$ cat config.mk
export PLATFORM = sky130hd
export DESIGN_NAME = morse_sequencer
export DESIGN_NICKNAME = d
export VERILOG_FILES = /design/src/rtl/morse_sequencer.sv
export SDC_FILE = /design/constraint.sdc
export NUM_CORES = 1
export LEC_CHECK = 0
export CAP_MARGIN = 25
export CORE_MARGIN = 8
export CORE_UTILIZATION = 50
export CTS_CLUSTER_SIZE = 20
export DETAILED_ROUTE_END_ITERATION = 10
export PLACE_DENSITY = 0.74
export SKIP_CTS_REPAIR_TIMING = 1
export SYNTH_ARGS = -nofsm -noshare
export SYNTH_HDL_FRONTEND = slang
export SYNTH_SLANG_ARGS = --single-unit
$ cat constraint.sdc
create_clock -name clk -period 2.5 [get_ports clk]
set_input_delay 0.75 -clock clk [delete_from_list [all_inputs] [get_ports clk]]
set_output_delay 0.75 -clock clk [all_outputs]
set_load 0.01 [all_outputs]
$ cat src/rtl/morse_sequencer.sv
`default_nettype none
// ============================================================================
// Module   : morse_sequencer
// Purpose  : Morse keying controller. Accepts symbol indices over a
//            valid/ready handshake into a one-entry buffer, expands each
//            symbol into ITU element codes (DOT/DASH/GAP) and presents
//            them on o_p_data for a 3-bit shift-out register. That register
//            is clocked by the unit strobe o_shift and pulses i_next
//            whenever it loads o_p_data.
// Ports    : clk, rst_n       - clock, asynchronous active-low reset
//            i_char_valid     - requester offers a symbol
//            i_char_data[5:0] - 0-25 A-Z, 26-35 digits 0-9, 36 word space,
//                               37-63 invalid
//            o_char_ready     - buffer empty (symbol accepted on valid&ready)
//            o_err            - one-cycle pulse when an invalid index unloads
//            o_busy           - buffer full or sequencer not idle
//            o_shift          - one-cycle unit strobe every UNIT_CYCLES clocks
//            o_p_data[2:0]    - element code offered to the shift register
//            i_next           - shift register consumed o_p_data this cycle
// Revision : 1.0 - initial release
// ============================================================================
module morse_sequencer #(
  parameter int UNIT_CYCLES = 1200000,
  parameter int CNT_W       = 21
) (
  input  logic       clk,
  input  logic       rst_n,
  input  logic       i_char_valid,
  input  logic [5:0] i_char_data,
  output logic       o_char_ready,
  output logic       o_err,
  output logic       o_busy,
  output logic       o_shift,
  output logic [2:0] o_p_data,
  input  logic       i_next
);

  localparam logic [CNT_W-1:0] c_UNIT_LAST = CNT_W'(UNIT_CYCLES - 1);
  localparam logic [2:0]       c_DOT       = 3'b001;
  localparam logic [2:0]       c_DASH      = 3'b111;
  localparam logic [2:0]       c_GAP       = 3'b000;
  localparam logic [5:0]       c_LAST_SYM  = 6'd35;
  localparam logic [5:0]       c_WORD_SP   = 6'd36;

  typedef enum logic [2:0] {
    S_IDLE = 3'd0,
    S_ELEM = 3'd1,
    S_IGAP = 3'd2,
    S_LGAP = 3'd3,
    S_WGAP = 3'd4
  } state_t;

  state_t           r_state;
  logic [CNT_W-1:0] r_unit_cnt;
  logic             r_buf_full;
  logic [5:0]       r_buf_data;
  logic [4:0]       r_pat;
  logic [2:0]       r_elem_cnt;
  logic [2:0]       r_gap_cnt;
  logic             r_err;
  logic [4:0]       w_dec_pat;
  logic [2:0]       w_dec_cnt;

  // Returns {element count, pattern}; pattern bit0 is the first element,
  // a 1 marks a dash. Non-letter/digit indices decode to zero (unused).
  function automatic logic [7:0] f_decode(input logic [5:0] idx);
    case (idx)
      6'd0:  f_decode = {3'd2, 5'b00010}; // A .-
      6'd1:  f_decode = {3'd4, 5'b00001}; // B -...
      6'd2:  f_decode = {3'd4, 5'b00101}; // C -.-.
      6'd3:  f_decode = {3'd3, 5'b00001}; // D -..
      6'd4:  f_decode = {3'd1, 5'b00000}; // E .
      6'd5:  f_decode = {3'd4, 5'b00100}; // F ..-.
      6'd6:  f_decode = {3'd3, 5'b00011}; // G --.
      6'd7:  f_decode = {3'd4, 5'b00000}; // H ....
      6'd8:  f_decode = {3'd2, 5'b00000}; // I ..
      6'd9:  f_decode = {3'd4, 5'b01110}; // J .---
      6'd10: f_decode = {3'd3, 5'b00101}; // K -.-
      6'd11: f_decode = {3'd4, 5'b00010}; // L .-..
      6'd12: f_decode = {3'd2, 5'b00011}; // M --
      6'd13: f_decode = {3'd2, 5'b00001}; // N -.
      6'd14: f_decode = {3'd3, 5'b00111}; // O ---
      6'd15: f_decode = {3'd4, 5'b00110}; // P .--.
      6'd16: f_decode = {3'd4, 5'b01011}; // Q --.-
      6'd17: f_decode = {3'd3, 5'b00010}; // R .-.
      6'd18: f_decode = {3'd3, 5'b00000}; // S ...
      6'd19: f_decode = {3'd1, 5'b00001}; // T -
      6'd20: f_decode = {3'd3, 5'b00100}; // U ..-
      6'd21: f_decode = {3'd4, 5'b01000}; // V ...-
      6'd22: f_decode = {3'd3, 5'b00110}; // W .--
      6'd23: f_decode = {3'd4, 5'b01001}; // X -..-
      6'd24: f_decode = {3'd4, 5'b01101}; // Y -.--
      6'd25: f_decode = {3'd4, 5'b00011}; // Z --..
      6'd26: f_decode = {3'd5, 5'b11111}; // 0 -----
      6'd27: f_decode = {3'd5, 5'b11110}; // 1 .----
      6'd28: f_decode = {3'd5, 5'b11100}; // 2 ..---
      6'd29: f_decode = {3'd5, 5'b11000}; // 3 ...--
      6'd30: f_decode = {3'd5, 5'b10000}; // 4 ....-
      6'd31: f_decode = {3'd5, 5'b00000}; // 5 .....
      6'd32: f_decode = {3'd5, 5'b00001}; // 6 -....
      6'd33: f_decode = {3'd5, 5'b00011}; // 7 --...
      6'd34: f_decode = {3'd5, 5'b00111}; // 8 ---..
      6'd35: f_decode = {3'd5, 5'b01111}; // 9 ----.
      default: f_decode = 8'd0;
    endcase
  endfunction

  assign {w_dec_cnt, w_dec_pat} = f_decode(r_buf_data);

  // Free-running unit timer; the strobe keeps running while idle so the
  // shift register always has a time base.
  always_ff @(posedge clk or negedge rst_n) begin
    if (!rst_n) begin
      r_unit_cnt <= '0;
    end else if (r_unit_cnt == c_UNIT_LAST) begin
      r_unit_cnt <= '0;
    end else begin
      r_unit_cnt <= r_unit_cnt + CNT_W'(1);
    end
  end

  assign o_shift = (r_unit_cnt == c_UNIT_LAST);

  // Buffer and element sequencer. A write needs an empty buffer and an
  // unload needs a full one, so the two never collide.
  always_ff @(posedge clk or negedge rst_n) begin
    if (!rst_n) begin
      r_state    <= S_IDLE;
      r_buf_full <= 1'b0;
      r_buf_data <= '0;
      r_pat      <= '0;
      r_elem_cnt <= '0;
      r_gap_cnt  <= '0;
      r_err      <= 1'b0;
    end else begin
      r_err <= 1'b0;

      if (i_char_valid && !r_buf_full) begin
        r_buf_full <= 1'b1;
        r_buf_data <= i_char_data;
      end

      case (r_state)
        // A next here only burns a GAP unit; the unload ignores it.
        S_IDLE: begin
          if (r_buf_full) begin
            r_buf_full <= 1'b0;
            if (r_buf_data <= c_LAST_SYM) begin
              r_pat      <= w_dec_pat;
              r_elem_cnt <= w_dec_cnt;
              r_state    <= S_ELEM;
            end else if (r_buf_data == c_WORD_SP) begin
              // LGAP of the previous letter already supplied 3 units.
              r_gap_cnt <= 3'd4;
              r_state   <= S_WGAP;
            end else begin
              r_err <= 1'b1;
            end
          end
        end
        S_ELEM: begin
          if (i_next) begin
            if (r_elem_cnt > 3'd1) begin
              r_pat      <= r_pat >> 1;
              r_elem_cnt <= r_elem_cnt - 3'd1;
              r_state    <= S_IGAP;
            end else begin
              r_gap_cnt <= 3'd3;
              r_state   <= S_LGAP;
            end
          end
        end
        S_IGAP: begin
          if (i_next) begin
            r_state <= S_ELEM;
          end
        end
        S_LGAP, S_WGAP: begin
          if (i_next) begin
            r_gap_cnt <= r_gap_cnt - 3'd1;
            if (r_gap_cnt == 3'd1) begin
              r_state <= S_IDLE;
            end
          end
        end
        default: r_state <= S_IDLE;
      endcase
    end
  end

  always_comb begin
    o_p_data = c_GAP;
    if (r_state == S_ELEM) begin
      o_p_data = r_pat[0] ? c_DASH : c_DOT;
    end
  end

  assign o_char_ready = !r_buf_full;
  assign o_busy       = r_buf_full || (r_state != S_IDLE);
  assign o_err        = r_err;

endmodule
`default_nettype wire

[Yosys cells after proc, flatten, opt, wreduce, memory -nomap -nowiden]
Memory sizes are Yosys's and may differ from the RTL's.
Index checks and enable logic that the tools add are counted.
Operators by class
  eq/ne operators: 18
  $add $sub $neg: 3
  reductions and logical operators: 11
  muxes and demuxes: 35
  $lt $le $gt $ge: 2
Operators by type and width (number)
  two-way mux 3 bit: 18
  adder 21 x 1 -> 21 bit (second input constant): 1
  == test 21 bit (second input constant): 1
  two-way mux 21 bit: 1
  two-way mux 5 bit: 4
  != test 2 bit (second input constant): 10
  one-hot mux 3 bit (4 select lines): 1
  one-hot mux 5 bit (2 select lines): 1
  one-hot mux 3 bit (3 select lines): 1
  two-way mux 1 bit: 8
  AND reduction 7 bit: 1
  == test 3 x 1 -> 1 bit (second input constant): 2
  == test 3 x 2 -> 1 bit (second input constant): 2
  == test 6 bit (second input constant): 1
  less-or-equal comparator 6 bit (second input constant): 1
  one-hot mux 3 bit (2 select lines): 1
  AND reduction 6 bit: 1
  nonzero test 3 bit: 2
  subtractor 3 x 1 -> 3 bit (second input constant): 2
  AND reduction 5 bit: 1
  == test 3 bit (second input constant): 1
  > comparator 3 x 1 -> 1 bit (second input constant): 1
  logical NOT 3 bit: 1
  != test 3 bit (second input constant): 1
  other kinds (5): 5
Word-level totals
  bits in read-only memories: 512
  flip-flop bits (word level): 43
  input port bits: 10
  memories: 1
  output and inout port bits: 7
Memory list
  (name not given): depth 64, width 8, read ports 1, clocked after memory_dff 0, wr ports 0, line 67  | case (idx)

[Longest topological paths before layout]
Gate-level depths: netlist of run 1.
  depth after elaboration: 5
  mapped depth: 9
  gate-level depth less buffers: 7

[Worst setup path after synthesis of run 1]
OpenSTA, ideal clock, no wires.
  path kind: register to output
  start point: register r_state[2]
  end point: output port o_p_data[2]
  data required time: 1.750 ns
  stages on the path, launching flop included: 7
  path buffers: 3
  slack: 0.259 ns
  data arrival time: 1.491 ns
  path through: dfrtp_1 buf_2 or3_4 clkinv_2 buf_4 and2_1 buf_4
On the way
  cells in the longest elaborated chain, start to end: 2
RTL lines
  from (decl): line 53  | state_t r_state;
  from (signal assigned): line 128  | r_state <= S_IDLE;
  from (signal assigned): line 151  | r_state <= S_ELEM;
  from (signal assigned): line 155  | r_state <= S_WGAP;
  == test 3 x 1 -> 1 bit: line 193  | if (r_state == S_ELEM) begin
  two-way mux 3 bit: line 193
  to (decl): line 34  | output logic [2:0] o_p_data,
Every way passes these cells.

[Worst setup path after layout of run 1]
  start point: register r_unit_cnt[18]
  end point: output port o_shift
On the way
  cells in the longest elaborated chain, start to end: 1
RTL lines
  from (decl): line 54  | logic [CNT_W-1:0] r_unit_cnt;
  from (signal assigned): line 118  | r_unit_cnt <= r_unit_cnt + CNT_W'(1);
  == test 21 bit: line 122  | assign o_shift = (r_unit_cnt == c_UNIT_LAST);
  to (decl): line 33  | output logic o_shift,
Every way passes these cells.

==> results of run 1 <==
metrics by stage:
stage	utilization	power (mW)	hold WS (ps)	cells	setup TNS [ps]
2_1_floorplan	-	2.56	446	305	0
3_3_place_gp	0.567	3.01	464	396	0
3_5_place_dp	0.567	3.07	469	396	0
4_1_cts	0.589	3.66	460	404	-753
5_1_grt	0.599	3.93	468	409	-40.3
6_report	0.599	3.66	441	409	0
state kept, by name, summed over array words and instances, names as in the netlist:
register and count:
r_buf_data 6, r_unit_cnt 21, r_gap_cnt 3, o_err 1, r_state 3, r_buf_full 1, r_elem_cnt 3, r_pat 5
power by group:
part | total, mW | internal [mW] | switching, mW
clock | 0.575 | 0.329 | 0.247
sequential | 1.08 | 0.865 | 0.213
combinational | 2.01 | 0.956 | 1.05
total | 3.66 | 2.15 | 1.51
worst max-delay path by stage:
stage	to	slack [ps]	cells past startpoint
after floorplan	o_p_data[2]	260	6
after global placement	o_shift	130	6
after detailed placement	o_shift	70	6
after CTS	o_shift	-260	6
after global routing	o_shift	-40	6
final	o_shift	100	6
final cells by class:
class | count | area (um2)
tap | 72 | 90.1
clock inverter | 2 | 38.8
sequential | 43 | 1080
timing repair buffer | 42 | 375
fill | 502 | 2190
multi-input combinational | 230 | 1560
inverter | 14 | 53.8
clock buffer | 6 | 82.6
per-layer routing:
| layer | GRT usage | part of all wire | up-vias |
|---|---|---|---|
| met5 | 0 | 0 | - |
| met4 | 0.0409 | 0.0093 | 0 |
| met3 | 0.0313 | 0.048 | 6 |
| met2 | 0.230 | 0.48 | 57 |
| met1 | 0.201 | 0.46 | 1096 |
| li1 | - | - | 1144 |
worst reg2reg max path, cell delays in order (launching register included):
cell	delay (ps)
dfrtp_1	380
inv_1	140
ha_1	420
nor2_1	130
nor2_1	110
o21bai_1	70
a2111oi_0	520
buf_4	200
o22a_1	130
synthesized netlist by cell type, drive strengths merged (2+ instances only):
master and instances:
ha 10, or2 2, nand2b 9, nor2 35, nand3 11, or3 2, o21a 2, xor2 11
and3 2, or3b 2, nor3 7, nor4 4, dfrtp 43, inv 13, nand4 4, o211ai 2
o2111ai 2, a32oi 3, mux2i 4, a21oi 9, and2b 3, and2 2, o31ai 4, clkbuf 3
nand2 28, nor3b 4, xnor2 7, buf 15, o21ai 19, nor2b 5, mux2 6, a31oi 4
nand3b 2, a211oi 5
cell families (layout without fill, tap and decap cells):
group / Yosys count / in the layout / synth area share
compound gates: 65 / 65 / 0.170
flops: 43 / 43 / 0.383
xor+xnor: 18 / 18 / 0.0561
mux: 11 / 11 / 0.0463
fa+ha+maj: 10 / 10 / 0.0446
simple gates: 126 / 126 / 0.238
buf+inv: 32 / 64 / 0.0624
==> key figures, run 1 <==
Clock network
  • H-tree levels: 2
  • CTS Buf Count: 5
  • CTS clk-pin slew, worst paths: 90 ps
  • Clock latency on the worst-skew pair: around 300 ps
  • CTS tree: yes
  • Max Root-Sink Buffers: 2
  • Clk sinks: 43
  • Clock root buffer: clkbuf_8

Routing
  • ANT nets after route: 0
  • Per-cell routed wire length: 15.0 um
  • Residual DRC: 0
  • Detailed Route Iter0 Violations: between 150 and 200
  • DR vias/cell: about 5.6
  • DR pass1 iterations: 5
  • Vias post-DR: 2,303
  • DRT Wirelength: 6.15 mm

Floorplanning
  • Initial core utilization: 0.513
  • Die H: just over 90 um
  • Horiz. Die Dim: a little over 90 um
  • Ports: 17
  • Core box area: ~0.0055 mm2
  • Die area: 0.00827 mm2
  • # rows: 27

GRT
  • Antenna violations before repair: 0
  • Gr usage total: 0.147
  • Largest net degree at the start of global routing: 24
  • First-pass GRT wire length: 10.2 mm
  • Vias in the first global route: 2,145
  • Final global-route overflow total: 0

Yosys
  • Mapped cell area: 0.00281 mm2
  • Syn nets: about 330
  • Register area share after synthesis: 0.383
  • Area share of the largest cell type after synthesis: 0.383
  • Post-synth cell types: 70
  • Yosys reg bits: 43
  • Synth top area cells: dfrtp_1, nor2_1, ha_1
  • Async S/R FF share, synth: 1.00
  • Main synth FF type: dfrtp_1
  • YS warnings: 0
  • Cell taking the most area after synthesis: dfrtp_1
  • Syn Inst Count: 305
  • Number of synthesized flops with an enable pin: 0
  • Syn_area_per_cell: 9.21 um2

Run
  • Number of max-cap violations: 0

Status
  • Status: completed

Timing
  • Hold Vio Cnt, Final: 0
  • Clock skew: about 8.6 ps
  • Rel. slew slack: 0.533
  • Fmax: 416 MHz
  • Worst-Margin Slew: 694 ps
  • # setup viols final: 0
  • Setup slack after layout: 98.6 ps
  • Post-layout min period: 2400 ps
  • Fin. max-slew vios: 0
  • Final period util: 0.961

Placement
  • Placed inst area: 0.00310 mm2
  • Dpl hpwl: 4.53 mm
  • I/O Buffers: 16
  • DP Worst Slack: around 74 ps
  • GP Congestion: 0.890

Hold path
  • Worst Hold Class: input port to async pin

Layout
  • Layout Nets: around 360
  • Most frequent cells in the layout: dfrtp_1, nor2_1, nand2_1
  • Commonest non-fill, non-tap cell in the layout: dfrtp_1
  • Antenna diode count: 0
  • Area growth syn-to-layout: 16.8%
  • Cell area after layout: 0.00328 mm2
  • Layout cells sized above 1: 0.181

Setup path
  • Slowest cell on crit path: dfrtp_1
  • CP startpoint: r_unit_cnt[18]
  • Biggest cell delay along the critical path: 430 ps
  • Delay-heaviest family, CP: simple AND/OR/NAND/NOR gates
  • Crit path required time: 1750 ps
  • Reg2Reg Setup Slack: 370 ps
  • Critical path data arrival time: roughly 1700 ps
  • CP bufs+invs: 1
  • Setup crit start kind: flip-flop
  • R2R cell count: 8
  • R2r endpoint: r_elem_cnt[1]
  • CP Class: flip-flop to primary output
  • Crit path cell chain: nor4_2, nand3b_1, nor3_1, nand2_1, nor2_1, dlymetal6s2s_1
  • Worst-path maximum fanout: 3
  • Setup crit end kind: primary output
  • R2R Path Start: r_buf_data[0]

Power and ir drop
  • Pwr dens: 1120 mW/mm2
  • Leakage power: 1.48 nW
  • Max IR drop VDD: 0.000657 V
Note: power is estimated with default switching activity, not from simulation.
==> inputs of run 2 (changes only) <==
CORE_MARGIN = 5   (was 8)
DONT_BUFFER_PORTS = 1   (was default)
PLACE_DENSITY = 0.7   (was 0.74)
==> run 2 against run 1 <==
Combinational power down 18%. Non-clock buffer count down 36. Global-route usage up 2.4 points. First-iteration DRC count up 30%. Worst setup slack better by 20 ps. Die area down 13%. Register-to-register slack worse by 70 ps. Cell count down 8.8%. Cell area down 9.8%.
==> key figures, run 2 (synthesized netlist as in run 1, its figures left out) <==
GRT
  • Vias in the first global route: 2,115 (was 2,145)
  • Antenna violations before repair: 0 (unchanged)
  • Largest net degree at the start of global routing: 44 (was 24)
  • Gr usage total: 0.171 (was 0.147)
  • Final global-route overflow total: 0 (unchanged)
  • First-pass GRT wire length: 10.1 mm (was 10.2 mm)

Timing
  • Hold Vio Cnt, Final: 0 (unchanged)
  • RSZ-0062 raised after global routing: no
  • Clock skew: 7.08 ps (was 8.58 ps)
  • Final period util: 0.953 (was 0.961)
  • Worst-Margin Slew: 680 ps (was 694 ps)
  • Fin. max-slew vios: 0 (unchanged)
  • # setup viols final: 0 (unchanged)
  • Total negative setup slack: 0 ps (unchanged)
  • Fmax: 420 MHz (was 416 MHz)
  • Setup slack after layout: 118 ps (was 98.6 ps)
  • Rel. slew slack: 0.546 (was 0.533)
  • Min Hold Slack: 133 ps (was 441 ps)
  • Post-layout min period: 2380 ps (was 2400 ps)

Power and ir drop
  • Max IR drop VDD: 0.000451 V (was 0.000657 V)
  • Power, Total: 3.46 mW (was 3.66 mW)
  • Pwr dens: 1170 mW/mm2 (was 1120 mW/mm2)
  • Leakage power: 1.24 nW (was 1.48 nW)

Layout
  • Commonest non-fill, non-tap cell in the layout: dfrtp_1 (unchanged)
  • Antenna diode count: 0 (unchanged)
  • Biggest regs: r_unit_cnt x21, r_buf_data x6, r_pat x5 (unchanged)
  • Most frequent cells in the layout: dfrtp_1, nor2_1, nand2_1 (unchanged)
  • Biggest register: r_unit_cnt (unchanged)
  • Max FFs per register: 21 (unchanged)
  • Layout cells sized above 1: 0.133 (was 0.181)
  • Area growth syn-to-layout: 5.35% (was 16.8%)
  • Layout Nets: 320 (was 356)
  • Cell area after layout: 0.00296 mm2 (was 0.00328 mm2)
  • Fill cells: 487 (was 502)

Routing
  • Vias post-DR: 2,157 (was 2,303)
  • Per-cell routed wire length: 15.2 um (was 15.0 um)
  • DRT Wirelength: 5.67 mm (was 6.15 mm)
  • ANT nets after route: 0 (unchanged)
  • Residual DRC: 0 (unchanged)
  • DR pass1 iterations: 4 (was 5)
  • Detailed Route Iter0 Violations: 210 (was 162)
  • DR vias/cell: 5.78 (was 5.63)

Clock network
  • Clk sinks: 43 (unchanged)
  • CTS tree: yes (unchanged)
  • H-tree levels: 2 (unchanged)
  • CTS clk-pin slew, worst paths: 80 ps (was 90 ps)
  • Clock latency on the worst-skew pair: 300 ps (about the same)
  • Clock root buffer: clkbuf_8 (unchanged)
  • Max Root-Sink Buffers: 2 (unchanged)
  • CTS Buf Count: 5 (unchanged)

Placement
  • GP Congestion: 0.900 (was 0.890)
  • Placed inst area: 0.00282 mm2 (was 0.00310 mm2)
  • DP Worst Slack: 214 ps (was 74.2 ps)
  • Dpl hpwl: 4.06 mm (was 4.53 mm)
  • I/O Buffers: 0 (was 16)

Floorplanning
  • # rows: 27 (unchanged)
  • Die area: 0.00721 mm2 (was 0.00827 mm2)
  • Die H: 84.9 um (was 90.9 um)
  • Horiz. Die Dim: 84.9 um (was 90.9 um)
  • Ports: 17 (unchanged)
  • Core box area: 0.00547 mm2 (unchanged)
  • Initial core utilization: 0.513 (unchanged)

Setup path
  • Setup crit end kind: primary output (unchanged)
  • Crit path required time: 1750 ps (about the same)
  • R2R cell count: 6 (was 8)
  • Reg2Reg Setup Slack: 300 ps (was 370 ps)
  • R2r endpoint: r_state[0] (was r_elem_cnt[1])
  • R2R Path Start: r_buf_data[1] (was r_buf_data[0])
  • CP startpoint: r_state[2] (was r_unit_cnt[18])
  • Worst-path maximum fanout: 11 (was 3)
  • CP Class: flip-flop to primary output (unchanged)
  • Critical path data arrival time: 1630 ps (was 1650 ps)
  • Setup crit start kind: flip-flop (unchanged)

Status
  • Status: completed (unchanged)

Run
  • Number of max-cap violations: 0 (unchanged)

Hold path
  • Worst Hold Class: input port to async pin (unchanged)
[run 2: cell type report]
cell class | count | area (um2) | share of cell area
multi-input combinational | 230 | 1560 | 0.527
sequential | 43 | 1080 | 0.364
tap | 72 | 90.1 | 0.0305
clock buffer | 6 | 72.6 | 0.0245
clock inverter | 2 | 60.1 | 0.0203
inverter | 14 | 53.8 | 0.0182
timing repair buffer | 6 | 45.0 | 0.0152
[run 2: critical path, cell delays in order (launching register included)]
cell and delay, ps:
dfrtp_1 490, or3_4 470, clkinv_2 120, and2_1 250
[run 2: how the worst max path moves through the flow]
stage | to | slack (ps) | cells after the start
finish | o_p_data[2] | 120 | 3
global route | o_shift | 9 | 4
CTS | o_p_data[2] | 60 | 4
detailed placement | r_state[0] | 210 | 6
global placement | r_state[0] | 300 | 6
floorplan | o_p_data[2] | 260 | 6
[run 2: report_power, final]
part           leakage, nW  internal [mW]  switching, mW
Sequential           0.545          0.866          0.315
Combinational        0.629          0.762          0.880
Clock               0.0654          0.399          0.243
Total                 1.24           2.03           1.44
[run 2: metrics by stage]
step | utilization | cells
final | 0.540 | 373
after global routing | 0.540 | 373
after CTS | 0.540 | 373
after detailed placement | 0.516 | 365
after global placement | 0.516 | 365
after floorplan | - | 305
[run 2: metal layers]
layer | global-route usage | vias to the layer above | wire, um
li1 | - | 1070 | -
met1 | 0.226 | 1040 | 2700
met2 | 0.270 | 36 | 2600
met3 | 0.0476 | 11 | 271
met4 | 0.0590 | 0 | 100
met5 | 0 | - | 0
==> inputs of run 3 (changes only) <==
MAX_ROUTING_LAYER = met4   (was default)
SETUP_SLACK_MARGIN = 0.2   (was default)
==> run 3 against run 2 <==
Critical path depth rose by 2. Largest power group unchanged. Cell count rose by 3.5%. First-iteration DRC count fell by 3.8%. Cell area rose by 2.6%. Clock power fell by 31%. Clock skew barely moved. Maximum frequency rose by 4.6%. Die area did not move. Core utilization rose by 1.4 points. Count of clock-buffer cells in the layout did not move. Global-route usage rose by 0.090 points. Worst setup slack improved by 100 ps.
==> key figures, run 3 (synthesized netlist as in run 1, its figures left out) <==
Routing
  • Residual DRC: 0 (unchanged)
  • ANT nets after route: 0 (unchanged)
  • Detailed Route Iter0 Violations: 202 (was 210)
  • Vias post-DR: 2,241 (was 2,157)
  • DR pass1 iterations: 4 (unchanged)
  • Per-cell routed wire length: 15.5 um (was 15.2 um)
  • DRT Wirelength: 5.98 mm (was 5.67 mm)
  • DR vias/cell: 5.81 (was 5.78)

Floorplanning
  • Ports: 17 (unchanged)
  • Initial core utilization: 0.513 (unchanged)
  • Core box area: 0.00547 mm2 (unchanged)
  • # rows: 27 (unchanged)
  • Die area: 0.00721 mm2 (unchanged)
  • Horiz. Die Dim: 84.9 um (unchanged)
  • Die H: 84.9 um (unchanged)

Timing
  • # setup viols final: 0 (unchanged)
  • Clock skew: 7.44 ps (was 7.08 ps)
  • Rel. slew slack: 0.493 (was 0.546)
  • Total negative setup slack: 0 ps (unchanged)
  • Final period util: 0.911 (was 0.953)
  • Fmax: 439 MHz (was 420 MHz)
  • Post-layout min period: 2280 ps (was 2380 ps)
  • Hold Vio Cnt, Final: 0 (unchanged)
  • Fin. max-slew vios: 0 (unchanged)
  • RSZ-0062 raised after global routing: yes (was no)
  • Min Hold Slack: 127 ps (was 133 ps)
  • Worst-Margin Slew: 750 ps (was 680 ps)

Clock network
  • H-tree levels: 2 (unchanged)
  • CTS Buf Count: 5 (unchanged)
  • Clock latency on the worst-skew pair: 300 ps (about the same)
  • Clock root buffer: clkbuf_8 (unchanged)
  • CTS clk-pin slew, worst paths: 90 ps (was 80 ps)
  • Clk sinks: 43 (unchanged)
  • Max Root-Sink Buffers: 2 (unchanged)
  • CTS tree: yes (unchanged)

Power and ir drop
  • Pwr dens: 1120 mW/mm2 (was 1170 mW/mm2)
  • Max IR drop VDD: 0.000440 V (was 0.000451 V)
  • Power, Total: 3.39 mW (was 3.46 mW)
  • Leakage power: 1.28 nW (was 1.24 nW)

Setup path
  • CP Class: flip-flop to primary output (unchanged)
  • Setup crit end kind: primary output (unchanged)
  • Critical path data arrival time: 1530 ps (was 1630 ps)
  • Worst-path maximum fanout: 4 (was 11)
  • Crit path required time: 1750 ps (about the same)
  • Setup crit start kind: flip-flop (unchanged)

Layout
  • Multi-input logic area: 0.00158 mm2 (was 0.00156 mm2)
  • Commonest non-fill, non-tap cell in the layout: dfrtp_1 (unchanged)
  • Final cell count without fillers: 386 (was 373)
  • Antenna diode count: 0 (unchanged)
  • Most frequent cells in the layout: dfrtp_1, nor2_1, nand2_1 (unchanged)
  • Layout Nets: 333 (was 320)
  • Max FFs per register: 21 (unchanged)
  • Fill cells: 506 (was 487)
  • Register area: 0.00108 mm2 (about the same)
  • Biggest regs: r_unit_cnt x21, r_buf_data x6, r_pat x5 (unchanged)
  • Biggest register: r_unit_cnt (unchanged)
  • Layout cells sized above 1: 0.191 (was 0.133)
  • Area growth syn-to-layout: 8.11% (was 5.35%)

GRT
  • First-pass GRT wire length: 9.91 mm (was 10.1 mm)
  • Gr usage total: 0.172 (was 0.171)
  • Vias in the first global route: 2,064 (was 2,115)
  • Largest net degree at the start of global routing: 44 (unchanged)
  • Antenna violations before repair: 0 (unchanged)
  • Final global-route overflow total: 0 (unchanged)

Placement
  • GP Congestion: 0.898 (was 0.900)
  • I/O Buffers: 0 (unchanged)
  • Placed insts: 366 (was 365)
  • Dpl hpwl: 4.05 mm (was 4.06 mm)

Status
  • Status: completed (unchanged)

Run
  • Number of max-cap violations: 0 (unchanged)

Hold path
  • Worst Hold Class: input port to async pin (unchanged)
==> run 3: where the power goes <==
part           leakage, nW  internal [mW]  switching (mW)
combinational        0.698          0.842           0.939
clock               0.0412          0.195           0.249
sequential           0.542          0.867           0.299
total                 1.28           1.90            1.49
==> run 3: area by class of cell <==
class                           count  share of cell area
Inverter                           14              0.0190
Timing Repair Buffer               19              0.0462
Multi-Input combinational cell    230               0.521
Clock inverter                      2             0.00412
Clock buffer                        6              0.0239
Sequential cell                    43               0.356
Tap cell                           72              0.0297
==> run 3: final timing paths <==
check	start	end	slack [ps]	cells past startpoint
hold / removal	rst_n	r_pat[0]	130	0
hold reg to reg	r_unit_cnt[0]	r_unit_cnt[0]	490	1
min in group clk	r_unit_cnt[0]	r_unit_cnt[0]	490	1
setup reg to reg	r_buf_data[1]	r_gap_cnt[0]	360	7
setup / recovery	r_unit_cnt[7]	o_shift	220	5
max in group asynchronous	rst_n	r_unit_cnt[7]	2260	0
==> run 3: worst max-delay path: stages, from the launching register on <==
cell	delay (ps)
dfrtp_2	450
nor4_2	270
nand3b_1	130
nor3_1	140
nand2_1	110
nor2_4	130
==> run 3: through the flow <==
step	instance area (um2)	worst slack, ps	utilization
final	3040	223	0.555
after global placement	2830	265	0.517
after global routing	3040	160	0.555
after detailed placement	2830	230	0.517
after CTS	2910	54.7	0.532
after floorplan	2810	259	-
==> run 3: layer usage <==
layer / part of all wire / wire length (um) / global-route usage / vias up
met5: 0 / 0 / - / -
met4: 0.0095 / 57 / 0.0518 / 0
met3: 0.043 / 260 / 0.0437 / 7
met2: 0.48 / 2880 / 0.255 / 36
met1: 0.47 / 2790 / 0.232 / 1107
li1: - / - / - / 1091
